--- src/rtl/fb_writer_if.sv ---
// fb_writer_if: command handshake and frame RAM write port of fb_writer.
interface fb_writer_if;
    logic        cmd_valid;
    logic        cmd_ready;
    logic        cmd_op;
    logic [9:0]  cmd_x;
    logic [9:0]  cmd_y;
    logic [3:0]  cmd_color;
    logic [18:0] ram_addr;
    logic [3:0]  ram_data;
    logic        ram_we;
    modport master (
        output cmd_valid, cmd_op, cmd_x, cmd_y, cmd_color,
        input  cmd_ready, ram_addr, ram_data, ram_we
    );
    modport slave (
        input  cmd_valid, cmd_op, cmd_x, cmd_y, cmd_color,
        output cmd_ready, ram_addr, ram_data, ram_we
    );
endinterface

--- src/rtl/fb_writer.sv ---
// fb_writer: framebuffer pixel writes and full-screen clears into a row-major frame RAM.
// Defining FB_VSYNC_GATE_EN holds each clear until the next lcd_vsync rising edge.
module fb_writer #(
    parameter int H_RES = 800,
    parameter int V_RES = 480
) (
    input  logic          pixel_clock,
    input  logic          pixel_reset,
    input  logic          lcd_vsync,
    fb_writer_if.slave    bus,
    output logic          busy,
    output logic          dropped
);
    typedef enum logic [1:0] {IDLE, WAIT_VS, CLEAR} state_t;
    localparam logic [9:0]  X_LIM = 10'(H_RES);
    localparam logic [9:0]  Y_LIM = 10'(V_RES);
    localparam logic [18:0] ROW   = 19'(H_RES);
    localparam logic [18:0] LAST  = 19'(H_RES * V_RES - 1);
    state_t      state, state_next;
    logic        ready_q, vs_q, accept, in_range, last;
    logic [3:0]  color;
    logic [18:0] pix_addr;
    assign bus.cmd_ready = ready_q && state == IDLE;
    assign busy = state != IDLE;
    always_comb begin
        accept = bus.cmd_valid && bus.cmd_ready;
        in_range = bus.cmd_x < X_LIM && bus.cmd_y < Y_LIM;
        pix_addr = 19'(bus.cmd_y) * ROW + 19'(bus.cmd_x);
        last = bus.ram_we && bus.ram_addr == LAST;
        state_next = state;
        case (state)
`ifdef FB_VSYNC_GATE_EN
            IDLE:    state_next = accept && bus.cmd_op ? WAIT_VS : IDLE;
`else
            IDLE:    state_next = accept && bus.cmd_op ? CLEAR : IDLE;
`endif
            WAIT_VS: state_next = lcd_vsync && !vs_q ? CLEAR : WAIT_VS;
            CLEAR:   state_next = last ? IDLE : CLEAR;
            default: state_next = IDLE;
        endcase
    end
    // ram_we low in CLEAR means the sweep has not started yet, so it begins at address 0
    always_ff @(posedge pixel_clock) begin
        if (!pixel_reset) begin
            state        <= IDLE;
            ready_q      <= 1'b0;
            vs_q         <= 1'b0;
            color        <= '0;
            dropped      <= 1'b0;
            bus.ram_we   <= 1'b0;
            bus.ram_addr <= '0;
            bus.ram_data <= '0;
        end else begin
            state      <= state_next;
            ready_q    <= 1'b1;
            vs_q       <= lcd_vsync;
            bus.ram_we <= 1'b0;
            dropped    <= accept && !bus.cmd_op && !in_range;
            if (accept && !bus.cmd_op && in_range) begin
                bus.ram_we   <= 1'b1;
                bus.ram_addr <= pix_addr;
                bus.ram_data <= bus.cmd_color;
            end
            if (accept && bus.cmd_op) begin
                color <= bus.cmd_color;
`ifndef FB_VSYNC_GATE_EN
                bus.ram_we   <= 1'b1;
                bus.ram_addr <= '0;
                bus.ram_data <= bus.cmd_color;
`endif
            end
            if (state == CLEAR && !last) begin
                bus.ram_we   <= 1'b1;
                bus.ram_addr <= bus.ram_we ? bus.ram_addr + 19'd1 : '0;
                bus.ram_data <= color;
            end
        end
    end
endmodule

--- src/flat_wrapper.sv ---
// flat-port wrapper written by rule: the top's interface ports become plain ports
module fb_writer_flat 
#(
    parameter int H_RES = 800,
    parameter int V_RES = 480
)
  (pixel_clock, pixel_reset, lcd_vsync, busy, dropped, bus_cmd_valid, bus_cmd_op, bus_cmd_x, bus_cmd_y, bus_cmd_color, bus_cmd_ready, bus_ram_addr, bus_ram_data, bus_ram_we);
  fb_writer_if bus_i ();
  input  logic pixel_clock;
  input  logic pixel_reset;
  input  logic lcd_vsync;
  output logic busy;
  output logic dropped;
  input wire logic [$bits(bus_i.cmd_valid)-1:0] bus_cmd_valid;
  input wire logic [$bits(bus_i.cmd_op)-1:0] bus_cmd_op;
  input wire logic [$bits(bus_i.cmd_x)-1:0] bus_cmd_x;
  input wire logic [$bits(bus_i.cmd_y)-1:0] bus_cmd_y;
  input wire logic [$bits(bus_i.cmd_color)-1:0] bus_cmd_color;
  output wire logic [$bits(bus_i.cmd_ready)-1:0] bus_cmd_ready;
  output wire logic [$bits(bus_i.ram_addr)-1:0] bus_ram_addr;
  output wire logic [$bits(bus_i.ram_data)-1:0] bus_ram_data;
  output wire logic [$bits(bus_i.ram_we)-1:0] bus_ram_we;
  assign bus_i.cmd_valid = bus_cmd_valid;
  assign bus_i.cmd_op = bus_cmd_op;
  assign bus_i.cmd_x = bus_cmd_x;
  assign bus_i.cmd_y = bus_cmd_y;
  assign bus_i.cmd_color = bus_cmd_color;
  assign bus_cmd_ready = bus_i.cmd_ready;
  assign bus_ram_addr = bus_i.ram_addr;
  assign bus_ram_data = bus_i.ram_data;
  assign bus_ram_we = bus_i.ram_we;
  fb_writer #(.H_RES(H_RES), .V_RES(V_RES)) u_core (.pixel_clock(pixel_clock), .pixel_reset(pixel_reset), .lcd_vsync(lcd_vsync), .bus(bus_i), .busy(busy), .dropped(dropped));
endmodule
--- config.mk ---
export PLATFORM = sky130hd
export DESIGN_NAME = fb_writer_flat
export DESIGN_NICKNAME = d
export VERILOG_FILES = /design/src/rtl/fb_writer_if.sv /design/src/rtl/fb_writer.sv /design/src/flat_wrapper.sv
export SDC_FILE = /design/constraint.sdc
export NUM_CORES = 1
export LEC_CHECK = 0
export ABC_CLOCK_PERIOD_IN_PS = 6050
export CORE_MARGIN = 5
export CORE_UTILIZATION = 40
export CTS_CLUSTER_DIAMETER = 150
export DETAILED_ROUTE_END_ITERATION = 8
export SLEW_MARGIN = 30
export SYNTH_ARGS = -nofsm -noshare
export SYNTH_HDL_FRONTEND = slang
export SYNTH_SLANG_ARGS = --single-unit
export TNS_END_PERCENT = 20
--- constraint.sdc ---
create_clock -name pixel_clock -period 6.05 [get_ports pixel_clock]
set_clock_uncertainty 0.2 [all_clocks]
set_input_delay 0.9075 -clock pixel_clock [delete_from_list [all_inputs] [get_ports pixel_clock]]
set_output_delay 0.9075 -clock pixel_clock [all_outputs]
set_load 0.01 [all_outputs]
==> results of run 1 <==
[synth_stat cells (all sizes together) (2+ instances only)]
cell | count | area [um2]
a211oi | 8 | 65.1
a21o | 4 | 30.0
a21oi | 39 | 199
a31oi | 8 | 50.1
a41o | 2 | 20.0
and2 | 7 | 43.8
and3 | 4 | 25.0
and4 | 4 | 35.0
buf | 11 | 83.8
clkbuf | 5 | 18.8
dfxtp | 33 | 661
fa | 6 | 120
ha | 39 | 488
inv | 27 | 101
mux2i | 6 | 60.1
nand2 | 27 | 104
nand3 | 10 | 55.1
nand4 | 6 | 37.5
nand4b | 3 | 26.3
nor2 | 32 | 136
nor2b | 8 | 50.1
nor3 | 11 | 60.1
nor4 | 5 | 37.5
o211a | 2 | 20.0
o211ai | 7 | 52.6
o21ai | 24 | 131
o21bai | 2 | 15.0
o22ai | 5 | 31.3
o311ai | 2 | 35.0
xnor2 | 11 | 96.3
xor2 | 8 | 70.1
[sequential cells by signal, summed over array words and instances (netlist names)]
register / count
u_core.state: 2
u_core.bus.ram_we: 1
u_core.color: 4
u_core.bus.ram_data: 4
u_core.ready_q: 1
u_core.vs_q: 1
u_core.bus.ram_addr: 19
u_core.dropped: 1
[cell usage in the layout, fill, tap and decap left out, drive strengths merged, types with 10 or more instances in the layout]
cell,instances
nor3,11
xnor2,11
nand3,10
nor2,32
clkdlybuf4s50,55
inv,27
dfxtp,33
o21ai,24
a21oi,39
nand2,27
ha,39
[where the power goes]
| part | switching (mW) | internal [mW] | leakage [nW] |
|---|---|---|---|
| sequential | 0.0221 | 0.234 | 0.270 |
| combinational | 0.246 | 0.200 | 1.25 |
| clock | 0.0855 | 0.0798 | 0.0450 |
[cell families (layout without fill, tap and decap cells)]
logic type / after synthesis / in the layout / share of synthesized area
xor gates and xnor gates: 19 / 19 / 0.0522
AOI/OAI and AO/OA: 119 / 119 / 0.256
and+or+nand+nor: 124 / 124 / 0.212
adders and majority gates: 45 / 45 / 0.191
DFF: 33 / 33 / 0.207
buffers and inverters: 43 / 92 / 0.0639
muxes: 6 / 6 / 0.0188
[area by class of cell]
| class | instances | area [um2] |
|---|---|---|
| Clock buffer | 6 | 72.6 |
| Tap cell | 102 | 128 |
| Sequential cell | 33 | 661 |
| Fill cell | 765 | 3900 |
| Clock inverter | 2 | 10.0 |
| Inverter | 27 | 101 |
| Multi-Input combinational cell | 313 | 2330 |
| Timing Repair Buffer | 57 | 563 |
[worst register-to-register path: stages, from the launching register on]
cell	delay, ps
sky130_fd_sc_hd__dfxtp_1	480
sky130_fd_sc_hd__ha_1	280
sky130_fd_sc_hd__and4_1	290
sky130_fd_sc_hd__nand4_1	220
sky130_fd_sc_hd__o21ai_4	500
sky130_fd_sc_hd__nand3_2	500
sky130_fd_sc_hd__a41o_1	400
sky130_fd_sc_hd__nand3_1	80
sky130_fd_sc_hd__a21oi_1	60
[through the flow]
stage	total power [mW]	instances	util	worst slack, ps
after floorplan	0.582	389	-	2080
after global placement	0.706	531	0.487	1320
after detailed placement	0.710	531	0.487	1310
after CTS	0.876	539	0.497	1600
after global routing	0.936	540	0.498	1310
final	0.867	540	0.498	1620
[worst max path at each step]
stage	start	to	slack (ps)	cells past startpoint
after floorplan	bus_cmd_y[3]	u_core.bus.ram_addr[17]	2080	13
after global placement	bus_cmd_y[6]	u_core.bus.ram_addr[16]	1320	14
after detailed placement	bus_cmd_y[5]	u_core.bus.ram_addr[16]	1310	14
after CTS	bus_cmd_y[4]	u_core.bus.ram_addr[17]	1600	14
after global routing	bus_cmd_y[3]	u_core.bus.ram_addr[17]	1310	14
final	bus_cmd_y[5]	u_core.bus.ram_addr[16]	1620	14
[layer usage]
metal,up-vias,global-route usage,wire (um)
li1,1539,-,-
met1,1407,0.211,3890
met2,69,0.315,4320
met3,7,0.0266,376
met4,0,0.0452,78
met5,-,0,0
==> summary.txt, run 1 <==
Critical path
  • CP max FO: 5
  • Startpoint-to-endpoint class of the critical path: in2reg
  • Startpoint type of the worst setup path: input pin
  • Startpoint of the lowest-slack register-to-register path: u_core.bus.ram_addr[0]
  • Delay contributed by the slowest stage of the critical path: 560 ps
  • Capture point of the worst reg-to-reg path: u_core.bus.ram_addr[13]
  • Number of cell instances on the worst register-to-register path: 8
  • Reg2Reg Setup Slack: 2900 ps
  • Required arrival time at the worst endpoint: 6040 ps
  • Ordered cell list for the critical path: clkdlybuf4s50_1, ha_1, ha_1, inv_1, fa_1, inv_1, ha_1, a21oi_1, o21ai_1, a41oi_2, xor2_1, xnor2_1, nor2_1, o221a_2
  • Slowest stage cell on the critical path: sky130_fd_sc_hd__clkdlybuf4s50_1
  • Number of buffers and inverters on the critical path: 3
  • CP dominant cell by count: sky130_fd_sc_hd__ha_1
  • Endpoint kind of the worst setup timing path: flop
  • Critical path data arrival time: 4410 ps
  • CP top delay family: adder cells

Min path
  • Launch point of the worst hold path: u_core.color[1]
  • Sink of the worst hold path: u_core.color[1]
  • Hold WC Path Type: reg2reg
  • Number of instances on the worst hold path: 2

Cells and area
  • Area growth, synth to finish: 21.2%
  • Fraction of final layout cells with drive strength greater than 1: 0.0616
  • Number of nets in the final layout: 511
  • Post-route cell area: 3870 um2
  • N_diodes: 0

Synthesis
  • Count of flip-flops with a built-in enable after synthesis: 0
  • Count of synthesis-stage warnings from yosys: 0
  • Gate count of the mapped netlist: 389
  • Post-synth design cell area: 3190 um2
  • Dominant register cell in the synthesized netlist: sky130_fd_sc_hd__dfxtp_1
  • Post-synth cell types: 66
  • Mean instance size in the synthesized netlist: 8.20 um2
  • Post-synth ARST share: 0
  • Seq cells post-synth: 33
  • Part of the Yosys area used for sequential elements: 0.207
  • Net count of the mapped netlist: 463

Timing
  • Tmin final: 4430 ps
  • Setup TNS: 0 ps
  • Number of hold violations in the final report: 0
  • Endpoints failing setup: 0
  • Transition time of the tightest slew-check pin: 799 ps
  • Upper clock frequency limit: 226 MHz
  • Final Cycle Share: 0.732
  • Unrepaired setup endpoints after global routing: false
  • Number of pins exceeding their max-slew limit in the final report: 0
  • Max-slew headroom at the worst pin: 0.467
  • Min Hold Slack: 255 ps

Place
  • Sum of net half-perimeters after detailed placement: 6850 um
  • Cell area after placement: 3780 um2
  • Final weighted congestion in routability-driven placement: 0.868
  • Number of buffers added on ports: 55

Clock network
  • Clock H-tree levels: 2
  • TritonCTS Buffers: 5
  • Root buffer selected by CTS: sky130_fd_sc_hd__clkbuf_8
  • Worst-Skew Late Latency: 290 ps
  • Post-CTS setup buffer count: 0
  • Count of instances resized after the clock tree is built: 0
  • Post-cts hold buffer count: 0
  • Maximum root-to-sink buffer count: 2
  • Clk pin slew, worst setup/hold paths: 80 ps
  • Clk sink count: 33
  • CTS tree: built

Routing
  • Via density per instance: 5.60
  • DRT Wirelength: 8660 um
  • Count of nets left with antenna violations after detail routing: 0
  • Via count: 3022
  • Drt first-iter violations: 188
  • Number of optimization iterations in the first detailed-route pass: 4
  • Post-DR wirelength/cell: 16.0 um
  • DRC viols: 0

Global route
  • Global route overflow: 0
  • Total Routing Usage GR: 0.173
  • Number of global-route vias before repair: 2988
  • First-pass GRT wire length: 14200 um
  • Initial antenna violation count: 0
  • Largest net degree at the start of global routing: 22

Floorplanning
  • Area of the die: 9860 um2
  • Horizontal die dimension: 99.3 um
  • Number of top-level pins: 56
  • Effective utilization at floorplan: 0.411
  • Placement Rows: 32
  • CORE AREA: 7770 um2
  • Die height: 99.3 um

Power and ir drop
  • Worst vdd rail ir drop: 139 uV
  • Leak Pwr: 1.57 nW
  • Power density relative to cell area: 224 nW/um2

Flow run
  • Maxcap violations: 0

Run status
  • Run status: finished, final reports clean
Note: power is estimated with default switching activity, not from simulation.
==> run 2, diff against run 1 <==
ABC_CLOCK_PERIOD_IN_PS = 4000   (was 6050)
PLACE_DENSITY = 0.66   (was not set)
clock period = 4 ns   (was 6.05 ns; I/O delays follow)
==> run 2 against run 1 <==
Net effect: setup slack worse by 1400 ps; global-route usage up 0.62 points; clock power is 55% higher; largest power group unchanged.
==> summary.txt, run 2 (synthesis gave the netlist of run 1 again) <==
Run status
  • Run status: finished, final reports clean

Timing
  • Number of pins exceeding their max-slew limit in the final report: 0 (unchanged)
  • Endpoints failing setup: 0 (unchanged)
  • Max-slew headroom at the worst pin: 0.505 (+0.0381)
  • Upper clock frequency limit: 265 MHz
  • Unrepaired setup endpoints after global routing: false
  • Final worst slack: 226 ps (-1400 ps)
  • Transition time of the tightest slew-check pin: 741 ps (-58.0 ps)
  • Tmin final: 3770 ps
  • Number of hold violations in the final report: 0 (unchanged)
  • Final Cycle Share: 0.944

Routing
  • Post-DR wirelength/cell: 15.3 um (-4.9%)
  • DRT Wirelength: 8820 um (+1.8%)
  • Drt first-iter violations: 179 (-4.8%)
  • Count of nets left with antenna violations after detail routing: 0 (unchanged)
  • Via count: 3237 (+7.1%)
  • Number of optimization iterations in the first detailed-route pass: 5 (+1)
  • DRC viols: 0 (unchanged)
  • Via density per instance: 5.60 (about the same)

Place
  • Final weighted congestion in routability-driven placement: 0.875 (+0.81%)
  • Placement-stage worst setup slack: -378 ps (-1690 ps)
  • Sum of net half-perimeters after detailed placement: 6870 um (+0.30%)
  • Number of buffers added on ports: 55 (unchanged)
  • Cell area after placement: 4060 um2 (+7.3%)

Power and ir drop
  • Leak Pwr: 1.82 nW (+16%)
  • Worst vdd rail ir drop: 155 uV (+11%)
  • Power density relative to cell area: 352 nW/um2 (+57%)

Min path
  • Launch point of the worst hold path: u_core.color[0]
  • Hold WC Path Type: reg2reg

Cells and area
  • Largest register by flop count: u_core.bus.ram_addr
  • # fillers: 723 (-5.5%)
  • Most frequent standard cell in the layout excluding fill and tap cells: sky130_fd_sc_hd__clkdlybuf4s50_1
  • Biggest registers after layout: u_core.bus.ram_addr x19, u_core.bus.ram_data x4, u_core.color x4
  • Post-route cell area: 4320 um2 (+12%)
  • N_diodes: 0 (unchanged)
  • Number of nets in the final layout: 549 (+7.4%)
  • Fraction of the core area covered by cells at the end of the flow: 0.556 (+0.0582)
  • Commonest cells after routing, fill and taps aside: 49 x sky130_fd_sc_hd__clkdlybuf4s50_1, 39 x sky130_fd_sc_hd__buf_4, 36 x sky130_fd_sc_hd__a21oi_1
  • Area growth, synth to finish: 35.4%
  • Number of flip-flops under the largest register name: 19 (unchanged)
  • Fraction of final layout cells with drive strength greater than 1: 0.166 (+0.104)

Floorplanning
  • Number of top-level pins: 56 (unchanged)
  • Horizontal die dimension: 99.3 um (unchanged)
  • Placement Rows: 32 (unchanged)
  • Effective utilization at floorplan: 0.411 (unchanged)
  • CORE AREA: 7770 um2 (unchanged)
  • Area of the die: 9860 um2 (unchanged)
  • Die height: 99.3 um (unchanged)

Clock network
  • Maximum root-to-sink buffer count: 2 (unchanged)
  • Clock H-tree levels: 2 (unchanged)
  • CTS tree: built
  • Worst-Skew Late Latency: 290 ps (about the same)
  • Clk pin slew, worst setup/hold paths: 80 ps (about the same)
  • TritonCTS Buffers: 5 (unchanged)
  • Root buffer selected by CTS: sky130_fd_sc_hd__clkbuf_8
  • Post-cts hold buffer count: 0 (unchanged)
  • Clk sink count: 33 (unchanged)

Critical path
  • Slowest stage cell on the critical path: sky130_fd_sc_hd__clkdlybuf4s50_1
  • Startpoint-to-endpoint class of the critical path: in2reg
  • Setup crit start: bus_cmd_y[0]
  • Delay contributed by the slowest stage of the critical path: 440 ps (-120 ps)
  • Ordered cell list for the critical path: clkdlybuf4s50_1, ha_1, ha_1, ha_1, fa_2, a211oi_4, buf_4, nor3_2, mux2i_1, a2111oi_4, and4_1, o211ai_1, a21oi_1
  • Startpoint type of the worst setup path: input pin
  • Critical path data arrival time: 3790 ps (-620 ps)
  • CP top delay family: adder cells
  • CP dominant cell by count: sky130_fd_sc_hd__ha_1
  • Number of buffers and inverters on the critical path: 2 (-1)
  • Endpoint kind of the worst setup timing path: flop
  • CP max FO: 4 (-1)
  • Startpoint of the lowest-slack register-to-register path: u_core.bus.ram_addr[0]
  • Required arrival time at the worst endpoint: 4010 ps (-2030 ps)

Global route
  • First-pass GRT wire length: 14700 um (+3.5%)
  • Number of global-route vias before repair: 3110 (+4.1%)
  • Total Routing Usage GR: 0.179 (+0.00617)
  • Global route overflow: 0 (unchanged)
  • Initial antenna violation count: 0 (unchanged)
  • Largest net degree at the start of global routing: 22 (unchanged)

Flow run
  • Maxcap violations: 0 (unchanged)
-- run 2: cell count changes in the layout (fill, tap and decap cells not counted), sizes merged --
cell / previous run / this run
buf: 2 / 40
clkbuf: 6 / 5
clkdlybuf4s50: 55 / 49
clkinvlp: 0 / 1
dlymetal6s2s: 0 / 6
-- run 2: final timing paths --
| check | to | slack, ps | depth (start not counted) |
|---|---|---|---|
| setup reg to reg | u_core.bus.ram_addr[13] | 1040 | 9 |
| setup / recovery | u_core.bus.ram_addr[17] | 230 | 13 |
| hold reg to reg | u_core.color[0] | 260 | 2 |
| hold / removal | u_core.color[0] | 260 | 2 |
-- run 2: stage by stage --
| stage | setup TNS [ps] | power (mW) | hold slack (ps) | std cells |
|---|---|---|---|---|
| final | 0 | 1.52 | 256 | 578 |
| after global routing | 0 | 1.64 | 274 | 578 |
| after CTS | -4.56 | 1.45 | 258 | 575 |
| after detailed placement | -1860 | 1.18 | 248 | 567 |
| after global placement | -1340 | 1.16 | 241 | 567 |
| after floorplan | 0 | 0.880 | 236 | 389 |
-- run 2: worst reg2reg max path: stages (launching register included) --
cell and delay [ps]:
sky130_fd_sc_hd__dfxtp_1 490, sky130_fd_sc_hd__ha_1 280, sky130_fd_sc_hd__and4_1 280, sky130_fd_sc_hd__nand4_1 210, sky130_fd_sc_hd__o21ai_4 190, sky130_fd_sc_hd__buf_4 240
sky130_fd_sc_hd__nand3_2 410, sky130_fd_sc_hd__a41o_1 380, sky130_fd_sc_hd__nand3_1 70, sky130_fd_sc_hd__a21oi_1 60
-- run 2: area by class of cell --
type | instances | area, um2 | area share
inverters | 27 | 101 | 0.0235
flip-flops and latches | 33 | 661 | 0.153
repair buffers | 95 | 878 | 0.203
multi-input cells | 313 | 2460 | 0.571
well taps | 102 | 128 | 0.0295
clock buffers | 5 | 68.8 | 0.0159
clock inverters | 3 | 17.5 | 0.00406
-- run 2: per-layer routing --
layer,global-route usage,wire length (um),vias up
met2,0.314,4320,120
met3,0.0259,586,12
met4,0.0620,108,0
met5,0,0,-
met1,0.224,3810,1497
li1,-,-,1608
-- run 2: what timing repair did --
action	CTS	global route
cloned	0	0
buffers inserted	0	3
hold endpoints to repair	0	0
resized for setup	3	24
endpoints found under the setup margin	5	6
pin swaps	1	12
-- run 2: report_power, final --
group / switching [mW] / internal [mW] / total [mW]
Sequential: 0.0334 / 0.353 / 0.387
Clock: 0.135 / 0.120 / 0.255
Combinational: 0.436 / 0.444 / 0.880
==> run 3, diff against run 2 <==
CAP_MARGIN = 20   (was not set)
==> results of run 3 <==
Same layout as run 2: the final DEF is identical, and so are final timing and power.
